===== src/rtl/mt_pkg.sv =====
// MT11213B constants, tempering helper and FSM types shared by the
// Mersenne-Twister engine.
package mt_pkg;

    localparam int unsigned N = 351;
    localparam int unsigned M = 175;
    localparam int unsigned R = 19;

    localparam logic [31:0] LOWER = (32'd1 << R) - 32'd1;
    localparam logic [31:0] UPPER = ~LOWER;
    localparam logic [31:0] A     = 32'hE4BD_75F5;
    localparam logic [31:0] F     = 32'd1812433253;

    localparam int unsigned T_U = 11;
    localparam int unsigned T_S = 7;
    localparam int unsigned T_T = 15;
    localparam int unsigned T_L = 17;
    localparam logic [31:0] T_B = 32'h655E_5280;
    localparam logic [31:0] T_C = 32'hFFD5_8000;

    localparam int IDX_W = 9;
    typedef logic [IDX_W-1:0] idx_t;
    localparam idx_t LAST = idx_t'(N - 1);

    typedef enum logic [1:0] {
        ST_SEED,
        ST_TWIST,
        ST_OUTPUT
    } mt_state_e;

    typedef enum logic [1:0] {
        BUS_IDLE,
        BUS_REQ,
        BUS_WAIT
    } bus_phase_e;

    typedef enum logic [1:0] {
        TW_CUR,
        TW_NXT,
        TW_MID,
        TW_WR
    } tw_step_e;

    function automatic logic [31:0] temper(input logic [31:0] x);
        logic [31:0] y;
        y = x ^ (x >> T_U);
        y = y ^ ((y << T_S) & T_B);
        y = y ^ ((y << T_T) & T_C);
        y = y ^ (y >> T_L);
        return y;
    endfunction

endpackage


===== src/rtl/mt_temper.sv =====
// Registered tempering stage; holds its word until the consumer takes it.
module mt_temper
    import mt_pkg::*;
(
    input  logic        clk_i,
    input  logic        rst_i,
    input  logic        flush_i,
    input  logic        valid_i,
    input  logic [31:0] data_i,
    input  logic        hold_i,
    output logic        valid_o,
    output logic [31:0] data_o
);

    always_ff @(posedge clk_i) begin
        if (rst_i) begin
            valid_o <= 1'b0;
            data_o  <= '0;
        end else if (flush_i) begin
            valid_o <= 1'b0;
        end else if (valid_i) begin
            valid_o <= 1'b1;
            data_o  <= temper(data_i);
        end else if (!hold_i) begin
            valid_o <= 1'b0;
        end
    end

endmodule


===== src/rtl/mt_twister.sv =====
// MT11213B engine: seeds, twists and reads its state array in shared RAM
// over a Wishbone master port and streams tempered words.
module mt_twister
    import mt_pkg::*;
#(
    parameter logic [8:0]  BASE_ADDR    = 9'h000,
    parameter logic [31:0] SEED_DEFAULT = 32'd5489
) (
    input  logic        clk_i,
    input  logic        rst_i,
    input  logic [31:0] seed_i,
    input  logic        seed_valid_i,
    output logic        busy_o,
    output logic [31:0] rnd_data_o,
    output logic        rnd_valid_o,
    input  logic        rnd_ready_i,
    output logic        m_wb_cyc_o,
    output logic        m_wb_stb_o,
    output logic [3:0]  m_wb_we_o,
    output logic [8:0]  m_wb_addr_o,
    output logic [31:0] m_wb_data_o,
    input  logic        m_wb_ack_i,
    input  logic        m_wb_stall_i,
    input  logic [31:0] m_wb_data_i
);

    mt_state_e   state;
    bus_phase_e  phase;
    tw_step_e    step;
    idx_t        idx;
    logic [31:0] s_q;
    logic [31:0] x_cur;
    logic [31:0] x_nxt;
    logic [31:0] x_mid;
    logic        pend;
    logic [31:0] pend_seed;

    logic        rs;
    logic [31:0] rs_seed;
    logic        can_go;
    logic        out_load;
    idx_t        nxt_idx;
    idx_t        mid_idx;
    logic [9:0]  mid_sum;
    logic [31:0] y;
    logic [31:0] twist_word;
    logic [31:0] seed_word;
    logic        req_we;
    idx_t        req_idx;
    logic [31:0] req_data;

    assign rs       = pend | seed_valid_i;
    assign rs_seed  = seed_valid_i ? seed_i : pend_seed;
    assign can_go   = !rnd_valid_o || rnd_ready_i;
    assign busy_o   = (state != ST_OUTPUT);
    assign out_load = (phase == BUS_WAIT) && m_wb_ack_i &&
                      (state == ST_OUTPUT) && !rs;

    assign nxt_idx = (idx == LAST) ? '0 : idx + 1'b1;
    assign mid_sum = {1'b0, idx} + 10'(M);
    assign mid_idx = (mid_sum >= 10'(N)) ? idx_t'(mid_sum - 10'(N))
                                         : idx_t'(mid_sum);

    assign y          = (x_cur & UPPER) | (x_nxt & LOWER);
    assign twist_word = x_mid ^ (y >> 1) ^ (y[0] ? A : 32'd0);
    assign seed_word  = (idx == '0) ? s_q
                      : F * (s_q ^ (s_q >> 30)) + 32'(idx);

    always_comb begin
        req_we   = 1'b0;
        req_idx  = idx;
        req_data = '0;
        unique case (state)
            ST_SEED: begin
                req_we   = 1'b1;
                req_data = seed_word;
            end
            ST_TWIST: begin
                unique case (step)
                    TW_NXT: req_idx = nxt_idx;
                    TW_MID: req_idx = mid_idx;
                    TW_WR: begin
                        req_we   = 1'b1;
                        req_data = twist_word;
                    end
                    default: req_idx = idx;
                endcase
            end
            default: req_idx = idx;
        endcase
    end

    always_ff @(posedge clk_i) begin
        if (rst_i) begin
            state       <= ST_SEED;
            phase       <= BUS_IDLE;
            step        <= TW_CUR;
            idx         <= '0;
            s_q         <= SEED_DEFAULT;
            x_cur       <= '0;
            x_nxt       <= '0;
            x_mid       <= '0;
            pend        <= 1'b0;
            pend_seed   <= '0;
            m_wb_cyc_o  <= 1'b0;
            m_wb_stb_o  <= 1'b0;
            m_wb_we_o   <= '0;
            m_wb_addr_o <= '0;
            m_wb_data_o <= '0;
        end else begin
            if (seed_valid_i && phase != BUS_IDLE) begin
                pend      <= 1'b1;
                pend_seed <= seed_i;
            end
            unique case (phase)
                BUS_IDLE: begin
                    if (seed_valid_i) begin
                        state <= ST_SEED;
                        idx   <= '0;
                        s_q   <= seed_i;
                    end else if (can_go) begin
                        m_wb_cyc_o  <= 1'b1;
                        m_wb_stb_o  <= 1'b1;
                        m_wb_we_o   <= req_we ? 4'hF : 4'h0;
                        m_wb_addr_o <= BASE_ADDR + req_idx;
                        m_wb_data_o <= req_data;
                        phase       <= BUS_REQ;
                    end
                end
                BUS_REQ: begin
                    if (!m_wb_stall_i) begin
                        m_wb_stb_o <= 1'b0;
                        phase      <= BUS_WAIT;
                    end
                end
                BUS_WAIT: begin
                    if (m_wb_ack_i) begin
                        m_wb_cyc_o <= 1'b0;
                        phase      <= BUS_IDLE;
                        if (rs) begin
                            state <= ST_SEED;
                            idx   <= '0;
                            s_q   <= rs_seed;
                            pend  <= 1'b0;
                        end else begin
                            unique case (state)
                                ST_SEED: begin
                                    // the word just written seeds the next one
                                    s_q <= m_wb_data_o;
                                    if (idx == LAST) begin
                                        state <= ST_TWIST;
                                        idx   <= '0;
                                        step  <= TW_CUR;
                                    end else begin
                                        idx <= idx + 1'b1;
                                    end
                                end
                                ST_TWIST: begin
                                    unique case (step)
                                        TW_CUR: begin
                                            x_cur <= m_wb_data_i;
                                            step  <= TW_NXT;
                                        end
                                        TW_NXT: begin
                                            x_nxt <= m_wb_data_i;
                                            step  <= TW_MID;
                                        end
                                        TW_MID: begin
                                            x_mid <= m_wb_data_i;
                                            step  <= TW_WR;
                                        end
                                        default: begin
                                            x_cur <= x_nxt;
                                            step  <= TW_NXT;
                                            if (idx == LAST) begin
                                                state <= ST_OUTPUT;
                                                idx   <= '0;
                                            end else begin
                                                idx <= idx + 1'b1;
                                            end
                                        end
                                    endcase
                                end
                                default: begin
                                    if (idx == LAST) begin
                                        state <= ST_TWIST;
                                        idx   <= '0;
                                        step  <= TW_CUR;
                                    end else begin
                                        idx <= idx + 1'b1;
                                    end
                                end
                            endcase
                        end
                    end
                end
                default: phase <= BUS_IDLE;
            endcase
        end
    end

    mt_temper u_temper (
        .clk_i   (clk_i),
        .rst_i   (rst_i),
        .flush_i (seed_valid_i),
        .valid_i (out_load),
        .data_i  (m_wb_data_i),
        .hold_i  (!rnd_ready_i),
        .valid_o (rnd_valid_o),
        .data_o  (rnd_data_o)
    );

endmodule

===== config.mk =====
export PLATFORM = sky130hd
export DESIGN_NAME = mt_twister
export DESIGN_NICKNAME = d
export VERILOG_FILES = /design/src/rtl/mt_pkg.sv /design/src/rtl/mt_temper.sv /design/src/rtl/mt_twister.sv
export SDC_FILE = /design/constraint.sdc
export NUM_CORES = 1
export LEC_CHECK = 0
export ABC_AREA = 1
export CAP_MARGIN = 15
export CORE_MARGIN = 1.5
export CORE_UTILIZATION = 40
export DETAILED_ROUTE_END_ITERATION = 6
export PLACE_DENSITY = 0.69
export SYNTH_ARGS = -nofsm -noshare
export SYNTH_HDL_FRONTEND = slang
export SYNTH_HIERARCHICAL = 1
export SYNTH_SLANG_ARGS = --single-unit

===== constraint.sdc =====
create_clock -name clk_i -period 11.2 [get_ports clk_i]
set_clock_uncertainty 0.2 [all_clocks]
set_input_delay 2.24 -clock clk_i [delete_from_list [all_inputs] [get_ports clk_i]]
set_output_delay 2.24 -clock clk_i [all_outputs]
set_load 0.03 [all_outputs]

* Word-level counts from Yosys, hierarchy flattened
Index checks and enable logic that the tools add are counted.
Storage, ports and cells: flip-flop bits (word level) 256, output and inout port bits 81, logic and storage cells 135
Operators by class: $add $sub $neg 4, multipliers 1, order comparisons 1, eq/ne operators 17, muxes and demuxes 52, bitwise gates (word level) 12, reductions and logical operators 31
Operator list (number):
- $mux W32 | 8
- $pmux W32 S2 | 3
- $mux W9 | 8
- $xor A32 B31 Y32 | 2
- $xor A32 B32 Y32 | 2
- $pmux W9 S2 | 2
- $add A32 B9 Y32 | 1
- $mul A31 B32 Y32 const A | 1
- $or A32 B19 Y32 | 1
- $xor A32 B15 Y32 | 1
- $xor A32 B2 Y32 | 1
- $xor A32 B21 Y32 | 1
- $mux W2 | 13
- $reduce_and A4 Y1 | 6
- $reduce_and A5 Y1 | 4
- $ne A2 B2 Y1 const B | 6
- $mux W1 | 11
- $add A9 B8 Y10 const B | 1
- $ge A10 B9 Y1 const B | 1
- $reduce_bool A2 Y1 | 5
- $add A9 B1 Y9 const B | 1
- $eq A9 B9 Y1 const B | 1
- $logic_not A9 Y1 | 1
- $sub A9 B9 Y9 const B | 1
- 18 further kinds | 36

* Longest topological paths before layout
Gate-level depths: netlist of the first run.
depth after elaboration 7, gate-level depth with buffers 31

* By module
Netlist of the first run, hierarchy kept.
Modules (own cells, without submodules):
- mt_twister | times used 1, cells an instance 2354, area an instance 18382.6 sq um
- mt_temper | times used 1, cells an instance 391, area an instance 2314.7 sq um

* Worst setup path before layout of the first run
No wires, ideal clock.
kind register to register, from register s_q[12], to register m_wb_data_o[22], setup time 132 ps, arrival time 5707 ps, slack 5160 ps, cell stages (with the launch flop) 27, buffers on the path 0, cell sequence dfxtp_1 > ha_1 > ha_1 > fa_1 > inv_1 > fa_1 > inv_1 > fa_1 > inv_1 > fa_1 > inv_1 > fa_1 > inv_1 > fa_1 > inv_1 > ha_1 > nand2_1 > nor2_1 > nor3b_1 > nand2_1 > nand3_1 > a21oi_1 > xnor2_1 > o21ai_0 > nand2_1 > nand2_1 > a21oi_1
Between the ends: longest elaborated chain between the ends 5
RTL lines:
- start: declaration | line mt_twister.sv:31 | logic [31:0] s_q;
- start signal: assignment | line mt_twister.sv:120 | s_q <= seed_i;
- start signal: assignment | line mt_twister.sv:143 | s_q <= rs_seed;
- start signal: assignment | line mt_twister.sv:149 | s_q <= m_wb_data_o;
- $xor A32 B2 Y32 | line mt_twister.sv:67 | : F * (s_q ^ (s_q >> 30)) + 32'(idx);
- $mul A31 B32 Y32 | line mt_twister.sv:67
- $add A32 B9 Y32 | line mt_twister.sv:67
- $mux W32 | line mt_twister.sv:66 | assign seed_word = (idx == '0) ? s_q
- $pmux W32 S2 | line mt_twister.sv:73 | unique case (state)
- end signal: assignment | line mt_twister.sv:126 | m_wb_data_o <= req_data;
- end: declaration | line mt_twister.sv:21 | output logic [31:0] m_wb_data_o,
No other way between the ends. A chain may end at the register's enable or synchronous reset.

* Worst setup path after layout of the first run
from register s_q[31], to register m_wb_data_o[23]
The elaborated chain is that of the path after synthesis.

==> results by group, run 1 <==
Timing
  • Final Hold Vio Count: 0
  • Setup repair after global routing missed its margin: false
  • Tcrit/Tclk final: 63.7%
  • Pins Over Slew Limit: 0
  • Final setup vio count: 0
  • Worst-Margin Slew: about 1.0 ns
  • Setup TNS Final: 0 ns
  • Fmax: 0.140 GHz
  • Final Critical Period: approximately 7.1 ns
  • Max_slew headroom: between 30% and 40%

Final layout
  • Ant diodes: 0
  • Synth-to-Final Area Change: 14.4%
  • NumNets Final: around 3300
  • Share of cells above drive strength 1: between 3 and 4%

Place
  • DP HPWL: approximately 49 mm
  • Port Buffers: 150
  • Gpl congestion: 0.980

Global route
  • GRT overflow: 0
  • Vias in the first global route: ~18000
  • First-pass GRT wire length: between 100 and 150 mm
  • Global router's overall resource usage: 24.0%
  • Largest net degree at the start of global routing: about 110
  • Initial antenna violation count: 3

Yosys
  • Number of enable flip-flop cells after synthesis: 0
  • Synth top cells by count: inv_1 (492), nand2_1 (458), ha_1 (245)
  • Post-Syn Area: around 21000 um2
  • Sequential fraction of the synthesis area: 22.6%
  • Ys Warns: 6
  • Top FF cell, synth: dfxtp_1
  • Mapped Avg Cell Area: ~7.5 um2
  • Cell count after synthesis: 2745
  • Unique cell type count in the Yosys netlist: 47
  • FF+latch count, synth: between 200 and 250
  • Largest cells by area after synthesis: dfxtp_1 (23%), ha_1 (15%), fa_1 (15%)
  • Synth area leader: dfxtp_1
  • Most frequent cell after synthesis: inv_1
  • Fraction of registers with async set/reset: 0%
  • Post-synth top area share: a little under a quarter
  • Syn_nets: 3212

Clock network
  • Clk root buf: clkbuf_16
  • Post-CTS Setup Bufs: 0
  • Total CTS buffers: 26
  • Worst-Skew Late Latency: around 0.57 ns
  • Clock transition at path regs: approximately 0.060 ns
  • Resize count post-CTS: 0
  • Clock buffer depth: 3
  • CTS sink cnt: 234
  • CTS tree: done
  • # hold bufs at CTS: 0
  • Max H-tree Level: 1

Die
  • Die H: 230 um
  • Die area: around 53000 um2
  • FP Rows: between 80 and 90
  • Core area: just over 50000 um2
  • Ports: between 150 and 200
  • Starting Density: 40.4%
  • Die Wd: around 230 um

Critical path
  • Worst setup EP type: register
  • Slowest-stage cell, CP: fa_1
  • Startpoint types: register
  • CP top delay family: adder cells
  • Worst path required time: about 11 ns
  • R2r worst-path depth: 24
  • Crit-path max FO: 5
  • Crit-path cells: xnor2_1 -> xnor2_1 -> inv_1 -> ha_1 -> or2_2 -> ha_1 -> fa_1 -> ha_1 -> fa_1 -> fa_1 -> fa_1 -> inv_1 -> fa_1 -> inv_1 -> ha_1 -> a21oi_1 -> o21ai_0 -> a21oi_1 -> nand3_1 -> xor2_1 -> o21ai_0 -> o21ai_0 -> nand2_1 -> a21oi_1
  • Arrival time worst endpoint: 7.35 ns
  • Most used cell, CP: fa_1
  • Buffers & Inverters on Critical Path: 3
  • Crit path largest cell delay: ~0.55 ns
  • Crit Path Category: reg2reg
  • Stages on worst setup path: 24

Job
  • Max Cap Violations: 0

Detailed routing
  • Initial DRC count: about 1200
  • Drt wl/cell: 17.9 um
  • Total wire length: approximately 63 mm
  • Post-route ant nets: 0
  • Vias: ~18000
  • Drt first pass iters: 5
  • Post-route DRC: 0
  • Avg Vias per Cell: ~5.1

Status
  • Status: completed

Hold path
  • Hold Crit Depth: 2
  • Hold crit path type: reg2reg
==> path summary, 6_finish.rpt <==
kind / slack (ns) / end / startpoint
max reg2reg: 4.06 / m_wb_data_o[23]$_SDFFE_PP0P_ / s_q[31]$_SDFFE_PP0P_
max: 4.06 / m_wb_data_o[23]$_SDFFE_PP0P_ / s_q[31]$_SDFFE_PP0P_
min: 0.25 / x_nxt[25]$_SDFFE_PP0P_ / x_nxt[25]$_SDFFE_PP0P_
min reg2reg: 0.25 / x_nxt[25]$_SDFFE_PP0P_ / x_nxt[25]$_SDFFE_PP0P_
==> final cells by class <==
type,count,area [um2]
clock buffers,33,727
clock inverters,14,195
fillers,5103,27500
inverters,503,1890
multi-input cells,1903,13700
flip-flops and latches,234,4680
well taps,680,851
repair buffers,169,1640
==> placed cells by master, fill, tap and decap left out, types with 3 or more instances in the layout <==
cell type,n
xor2_2,3
o21ai_1,3
a31oi_1,28
ha_1,245
o21bai_1,4
nor2_4,3
nand4_1,9
xor2_1,60
a21oi_1,193
a21o_1,4
inv_1,491
inv_2,8
dfxtp_1,234
nand3_1,102
nand2_1,456
o21ai_0,237
buf_4,20
nand2_2,5
nor2_1,211
nor3_1,12
a211oi_1,54
o211ai_1,20
clkinv_1,4
clkbuf_16,26
fa_1,152
clkdlybuf4s50_1,149
nand3b_1,3
xnor2_1,59
clkinv_2,5
o22ai_1,14
bufinv_16,4
clkbuf_8,5
or2_2,5
==> per-layer routing <==
metal,part of all wire [%],track usage (%)
met5,0.049,0
met3,6.7,3.31
met2,47,40.7
met1,43,31.3
met4,3.2,7.97
==> tightest hold or removal path, cell delays in order (launching register included) <==
cell and delay [ns]:
dfxtp_1 0.30, inv_1 0.06, a21oi_1 0.05
==> logic make-up (layout without fill, tap and decap cells) <==
| logic type | Yosys count | in the layout | synth area share [%] |
|---|---|---|---|
| xor gates and xnor gates | 122 | 122 | 5.27 |
| AOI/OAI and AO/OA | 570 | 570 | 15.3 |
| buffers and inverters | 608 | 719 | 11.3 |
| and+or+nand+nor | 814 | 814 | 16.0 |
| DFF | 234 | 234 | 22.6 |
| adders and majority gates | 397 | 397 | 29.5 |
==> state kept, by name, summed over array words and instances (netlist names), 2 cells and up <==
name and cells:
m_wb_data_o 32, pend_seed 32, s_q 32, u_temper/data_o 32, x_mid 32, x_nxt 32
x_cur 13, idx 9, m_wb_addr_o 9, phase 2, state 2, step 2
==> stage by stage <==
| step | hold slack, ns | std cells | setup slack, ns | utilization [%] | instance area [um2] |
|---|---|---|---|---|---|
| after floorplan | 0.230 | 2745 | 5.16 | - | 20700 |
| after detailed placement | 0.246 | 3489 | 4.27 | 44.4 | 22700 |
| after global placement | 0.242 | 3489 | 4.19 | 44.4 | 22700 |
| final | 0.254 | 3536 | 4.06 | 46.2 | 23700 |
| after global routing | 0.268 | 3536 | 3.79 | 46.2 | 23700 |
| after CTS | 0.256 | 3536 | 4.21 | 46.2 | 23700 |
Power of run 1 is left out: the tool's default activity adds up to more than one toggle a clock period on the data nets, which glitch-free logic cannot reach.
==> run 2: changes to the inputs <==
--- a/config.mk
+++ b/config.mk
@@ -10,7 +10,7 @@
 export CORE_MARGIN = 1.5
 export CORE_UTILIZATION = 40
 export DETAILED_ROUTE_END_ITERATION = 6
-export PLACE_DENSITY = 0.69
+export PLACE_DENSITY = 0.71
 export SYNTH_ARGS = -nofsm -noshare
 export SYNTH_HDL_FRONTEND = slang
 export SYNTH_HIERARCHICAL = 1
==> constraint.sdc (replaced) <==
create_clock -name clk_i -period 6.45 [get_ports clk_i]
set_clock_uncertainty 0.2 [all_clocks]
set_input_delay 1.29 -clock clk_i [delete_from_list [all_inputs] [get_ports clk_i]]
set_output_delay 1.29 -clock clk_i [all_outputs]
set_load 0.03 [all_outputs]
==> run 2 against run 1 <==
  * Sequential share of layout area decreased by 0.49 points
  * Flip-flop and latch count unchanged
  * Worst hold slack got worse by 0.0013 ns
  * First-iteration DRC count increased by 1.2%
  * Critical path depth increased by 3
  * Non-clock buffer count increased by 72
  * Maximum frequency increased by 14%
  * Via count increased by 2.3%
  * Register-to-register slack got worse by 3.9 ns
  * Critical path type unchanged
  * Highest routed layer unchanged
==> results by group, run 2 (synthesis gave the netlist of run 1 again) <==
Global route
  • Vias in the first global route: 17984 (-1.4%)
  • GRT overflow: 0 (unchanged)
  • First-pass GRT wire length: 97.7 mm (-2.6%)
  • Global router's overall resource usage: 23.3% (-0.67 points)
  • Largest net degree at the start of global routing: 70 (-35%)
  • Initial antenna violation count: 2 (-1)

Place
  • Gpl congestion: 1.00 (+2.5%)
  • Placed instance area: 23300 um2 (+2.3%)
  • DP HPWL: 49.4 mm (+1.1%)
  • Port Buffers: 150 (unchanged)

Clock network
  • Clock transition at path regs: 0.06 ns (about the same)
  • Max H-tree Level: 1 (unchanged)
  • Clk root buf: clkbuf_16
  • CTS sink cnt: 234 (unchanged)
  • Worst-Skew Late Latency: 0.56 ns (about the same)
  • CTS tree: done
  • Total CTS buffers: 27 (+3.8%)
  • Clock buffer depth: 3 (unchanged)

Critical path
  • Crit Path Category: reg2reg
  • Startpoint types: register
  • Crit-path max FO: 5 (unchanged)
  • Worst setup EP type: register
  • Worst path required time: 6.64 ns (-4.77 ns)
  • Arrival time worst endpoint: 6.44 ns (-0.91 ns)

Final layout
  • Most frequent cells in the layout: inv_1 (490), nand2_1 (452), ha_1 (241)
  • Fillers: 4960 (-2.8%)
  • Synth-to-Final Area Change: 17.8%
  • Share of cells above drive strength 1: 7.21% (+3.7 points)
  • Ant diodes: 0 (unchanged)
  • Finished Cell Area: 24400 um2 (+3.0%)
  • Utilization after layout: 47.6% (+1.4 points)
  • NumNets Final: 3377 (+2.2%)
  • Most common cell after layout, fill and taps aside: inv_1

Timing
  • Final setup vio count: 0 (unchanged)
  • Pins Over Slew Limit: 0 (unchanged)
  • Tcrit/Tclk final: 96.9% (+33 points)
  • Fmax: 0.160 GHz (+14%)
  • Final Critical Period: 6.25 ns (-0.885 ns)
  • Worst-Margin Slew: 1.07 ns (+0.0272 ns)
  • Max_slew headroom: 28.8% (-1.6 points)
  • Final Hold Vio Count: 0 (unchanged)
  • Hold Slack: 0.253 ns (-0.00132 ns)

Detailed routing
  • Drt wl/cell: 17.3 um (-2.9%)
  • Initial DRC count: 1231 (+1.2%)
  • Post-route DRC: 0 (unchanged)
  • Avg Vias per Cell: 5.15 (+0.27%)
  • Total wire length: 62.6 mm (-0.97%)
  • Vias: 18581 (+2.3%)
  • Drt first pass iters: 5 (unchanged)
  • Post-route ant nets: 0 (unchanged)

Job
  • Max Cap Violations: 0 (unchanged)

Die
  • Core area: 51200 um2 (unchanged)
  • FP Rows: 83 (unchanged)
  • Starting Density: 40.4% (unchanged)
  • Die area: 53100 um2 (unchanged)
  • Ports: 151 (unchanged)
  • Die H: 230 um (unchanged)
  • Die Wd: 230 um (unchanged)

Status
  • Status: completed

Hold path
  • Hold crit path type: reg2reg
-- run 2: changes by cell type in the layout (fill, tap and decap cells not counted), sizes merged --
cell	change
buf	+72
clkbuf	+5
bufinv	-1
clkinv	-5
-- run 2: path summary, 6_finish.rpt --
path / end / cells past startpoint / slack, ns / from
max: m_wb_data_o[13]$_SDFFE_PP0P_ / 27 / 0.20 / s_q[30]$_SDFFE_PP0P_
min: x_nxt[28]$_SDFFE_PP0P_ / 2 / 0.25 / x_nxt[28]$_SDFFE_PP0P_
max reg2reg: m_wb_data_o[13]$_SDFFE_PP0P_ / 27 / 0.20 / s_q[30]$_SDFFE_PP0P_
min reg2reg: x_nxt[28]$_SDFFE_PP0P_ / 2 / 0.25 / x_nxt[28]$_SDFFE_PP0P_
-- run 2: critical path: stages (launching register included) --
cell	delay [ns]
dfxtp_4	0.36
xnor2_4	0.15
buf_4	0.14
buf_4	0.13
inv_1	0.23
ha_1	0.21
inv_1	0.05
fa_1	0.48
inv_1	0.05
fa_1	0.47
ha_1	0.30
ha_1	0.30
fa_1	0.48
inv_1	0.06
fa_1	0.50
inv_1	0.06
ha_1	0.29
buf_4	0.14
nand2_1	0.07
buf_4	0.14
nor2_1	0.21
nand3_1	0.10
nand3_1	0.18
xor2_1	0.08
o21ai_0	0.19
o21ai_0	0.30
nand2_1	0.14
a21oi_1	0.07
-- run 2: per-layer routing --
metal  GRT usage (%)  wire [um]  vias to the layer above
met5               0         22                        -
met4            9.13       2500                        4
met2            38.8      28800                      630
li1                -          -                     9106
met3            3.45       4110                      149
met1            30.4      27100                     8692
-- run 2: per-stage QoR --
step	worst slack, ns	setup TNS, ns	std cells
3_3_place_gp	0.110	0	3558
5_1_grt	-0.00768	-0.0246	3607
6_report	0.197	0	3607
4_1_cts	0.0119	0	3604
2_1_floorplan	0.410	0	2745
3_5_place_dp	0.0633	0	3558
-- run 2: final cells by class --
class                           count  area (um2)  share of cell area [%]
Clock buffer                       38         777                    3.19
Clock inverter                      8         125                   0.513
Inverter                          503        1890                    7.75
Multi-Input combinational cell   1903       13800                    56.8
Sequential cell                   234        4700                    19.3
Tap cell                          680         851                    3.49
Timing Repair Buffer              241        2180                    8.95
-- run 2: timing repair --
item                       4_1_cts  5_1_grt
resized for setup                0       58
hold buffers                     0        0
setup endpoints to repair        0       14
buffers inserted                 0        3
Power of run 2 is left out for the same reason.
==> run 3: changes to the inputs <==
--- a/config.mk
+++ b/config.mk
@@ -8,9 +8,9 @@
 export ABC_AREA = 1
 export CAP_MARGIN = 15
 export CORE_MARGIN = 1.5
-export CORE_UTILIZATION = 40
+export CORE_UTILIZATION = 55
 export DETAILED_ROUTE_END_ITERATION = 6
-export PLACE_DENSITY = 0.71
+export PLACE_DENSITY = 0.89
 export SYNTH_ARGS = -nofsm -noshare
 export SYNTH_HDL_FRONTEND = slang
 export SYNTH_HIERARCHICAL = 1
==> run 3 against run 2 <==
  * Wire length up 6.9%
  * Clock-buffer cell count down 4
  * Die area down 27%
  * Maximum frequency about the same
  * Worst setup slack better by 0.0015 ns
  * Sequential share of layout area about the same
  * Final cell count down 5.7%
  * Non-clock buffer count up 4
  * Critical path type unchanged
  * Register-to-register slack about the same
  * Critical endpoint is now m_wb_data_o[22]$_SDFFE_PP0P_
  * Critical path depth down 1
  * Highest routed layer is now met4
  * Design area down 0.18%
  * Largest cell class unchanged
==> results by group, run 3 (synthesis gave the netlist of run 1 again) <==
Status
  • Status: completed

Hold path
  • Hold crit path type: reg2reg

Timing
  • Final Critical Period: 6.25 ns (-0.00149 ns)
  • Fmax: 0.160 GHz (about the same)
  • Final Hold Vio Count: 0 (unchanged)
  • Pins Over Slew Limit: 0 (unchanged)
  • Tcrit/Tclk final: 96.9% (about the same)
  • Final setup vio count: 0 (unchanged)
  • Worst-Margin Slew: 1.07 ns (-0.000959 ns)
  • Max_slew headroom: 28.7% (-0.033 points)

Clock network
  • Clock buffer depth: 3 (unchanged)
  • Total CTS buffers: 27 (unchanged)
  • Worst-Skew Late Latency: 0.57 ns (about the same)
  • CTS sink cnt: 234 (unchanged)
  • # hold bufs at CTS: 0 (unchanged)
  • CTS tree: done
  • Max H-tree Level: 1 (unchanged)
  • Clk root buf: clkbuf_16
  • Clock transition at path regs: 0.07 ns (about the same)

Final layout
  • Most common cell after layout, fill and taps aside: inv_1
  • Ant diodes: 0 (unchanged)
  • Non-Filler Instances: 3403 (-5.7%)
  • Utilization after layout: 66.1% (+19 points)
  • Most frequent cells in the layout: inv_1 (491), nand2_1 (453), ha_1 (235)
  • Share of cells above drive strength 1: 8.14% (+0.93 points)
  • Synth-to-Final Area Change: 17.5%
  • NumNets Final: 3381 (+0.12%)

Place
  • DP HPWL: 52.6 mm (+6.6%)
  • Placed Instances: 3350 (-5.8%)
  • Port Buffers: 150 (unchanged)
  • Gpl congestion: 1.00 (-0.37%)

Detailed routing
  • Initial DRC count: 1656 (+35%)
  • Drt first pass iters: 5 (unchanged)
  • Post-route DRC: 0 (unchanged)
  • Drt wl/cell: 19.7 um (+13%)
  • Post-route ant nets: 0 (unchanged)
  • Vias: 19507 (+5.0%)
  • Total wire length: 66.9 mm (+6.9%)
  • Avg Vias per Cell: 5.73 (+11%)

Critical path
  • Crit-path max FO: 4 (-1)
  • Arrival time worst endpoint: 6.46 ns (+0.02 ns)
  • Slowest-stage cell, CP: fa_1
  • Startpoint types: register
  • Crit path largest cell delay: 0.55 ns (+0.05 ns)
  • Worst path required time: 6.66 ns (+0.02 ns)
  • Worst setup EP type: register
  • Crit Path Category: reg2reg

Die
  • FP Rows: 70 (-16%)
  • Ports: 151 (unchanged)
  • Die area: 38800 um2 (-27%)
  • Core area: 36800 um2 (-28%)
  • Starting Density: 56.3% (+16 points)
  • Die Wd: 197 um (-15%)
  • Die H: 197 um (-15%)

Global route
  • First-pass GRT wire length: 105 mm (+7.4%)
  • Vias in the first global route: 19777 (+10%)
  • GRT met2 Usage: 58.8% (+20 points)
  • Grt met3 use: 5.49% (+2.0 points)
  • Largest net degree at the start of global routing: 76 (+8.6%)
  • Busiest grt layer: met2
  • GRT overflow: 0 (unchanged)
  • Met1 Use GR: 43.5% (+13 points)
  • Global router's overall resource usage: 34.6% (+11 points)
  • Initial antenna violation count: 0 (-2)

Job
  • Max Cap Violations: 0 (unchanged)
run 3: cell types whose count changed in the layout (fill, tap and decap cells not counted), sizes merged:
cell | previous run | this run
clkinvlp | 1 | 3
buf | 92 | 96
inv | 500 | 502
clkinv | 7 | 8
bufinv | 3 | 6
clkbuf | 38 | 34
run 3: layout make-up:
type	count	area, um2
clock buffers	34	742
well taps	468	586
flip-flops and latches	234	4710
fillers	3009	12500
repair buffers	245	2230
clock inverters	16	251
inverters	503	1890
multi-input cells	1903	13900
run 3: worst paths after layout:
kind | startpoint | endpoint | slack, ns | depth (start not counted)
setup / recovery | s_q[11]$_SDFFE_PP0P_ | m_wb_data_o[22]$_SDFFE_PP0P_ | 0.20 | 26
setup reg to reg | s_q[11]$_SDFFE_PP0P_ | m_wb_data_o[22]$_SDFFE_PP0P_ | 0.20 | 26
hold / removal | x_nxt[24]$_SDFFE_PP0P_ | x_nxt[24]$_SDFFE_PP0P_ | 0.26 | 2
hold reg to reg | x_nxt[24]$_SDFFE_PP0P_ | x_nxt[24]$_SDFFE_PP0P_ | 0.26 | 2
run 3: stage by stage:
step / TNS [ns] / hold WS [ns] / area [um2] / setup WS (ns)
after floorplan: 0 / 0.230 / 20700 / 0.410
after global placement: 0 / 0.238 / 23000 / 0.0553
after detailed placement: -0.122 / 0.247 / 23000 / -0.0620
after CTS: -0.00148 / 0.255 / 24000 / -0.00148
after global routing: -0.00770 / 0.273 / 24300 / -0.00332
final: 0 / 0.256 / 24300 / 0.198
run 3: worst max-delay path: cells and delay by family (launching register included):
kind / cells / cell delay, ns
adders and majority gates: 9 / 3.90
AOI/OAI and AO/OA: 3 / 0.31
DFF: 1 / 0.34
and+or+nand+nor: 7 / 0.86
xor gates and xnor gates: 1 / 0.15
buffers and inverters: 6 / 0.35
run 3: timing repair:
item                       in CTS  in global routing
gates resized for setup         1                 75
setup buffers                   0                  2
gates cloned                    0                  0
setup endpoints to repair       3                 14
pin swaps                       0                 10
run 3: routing by layer:
layer,share of wire (%),vias up
met1,40,9276
li1,-,9121
met3,8.5,208
met5,0,-
met2,47,902
met4,4.6,0
Power of run 3 is left out for the same reason.
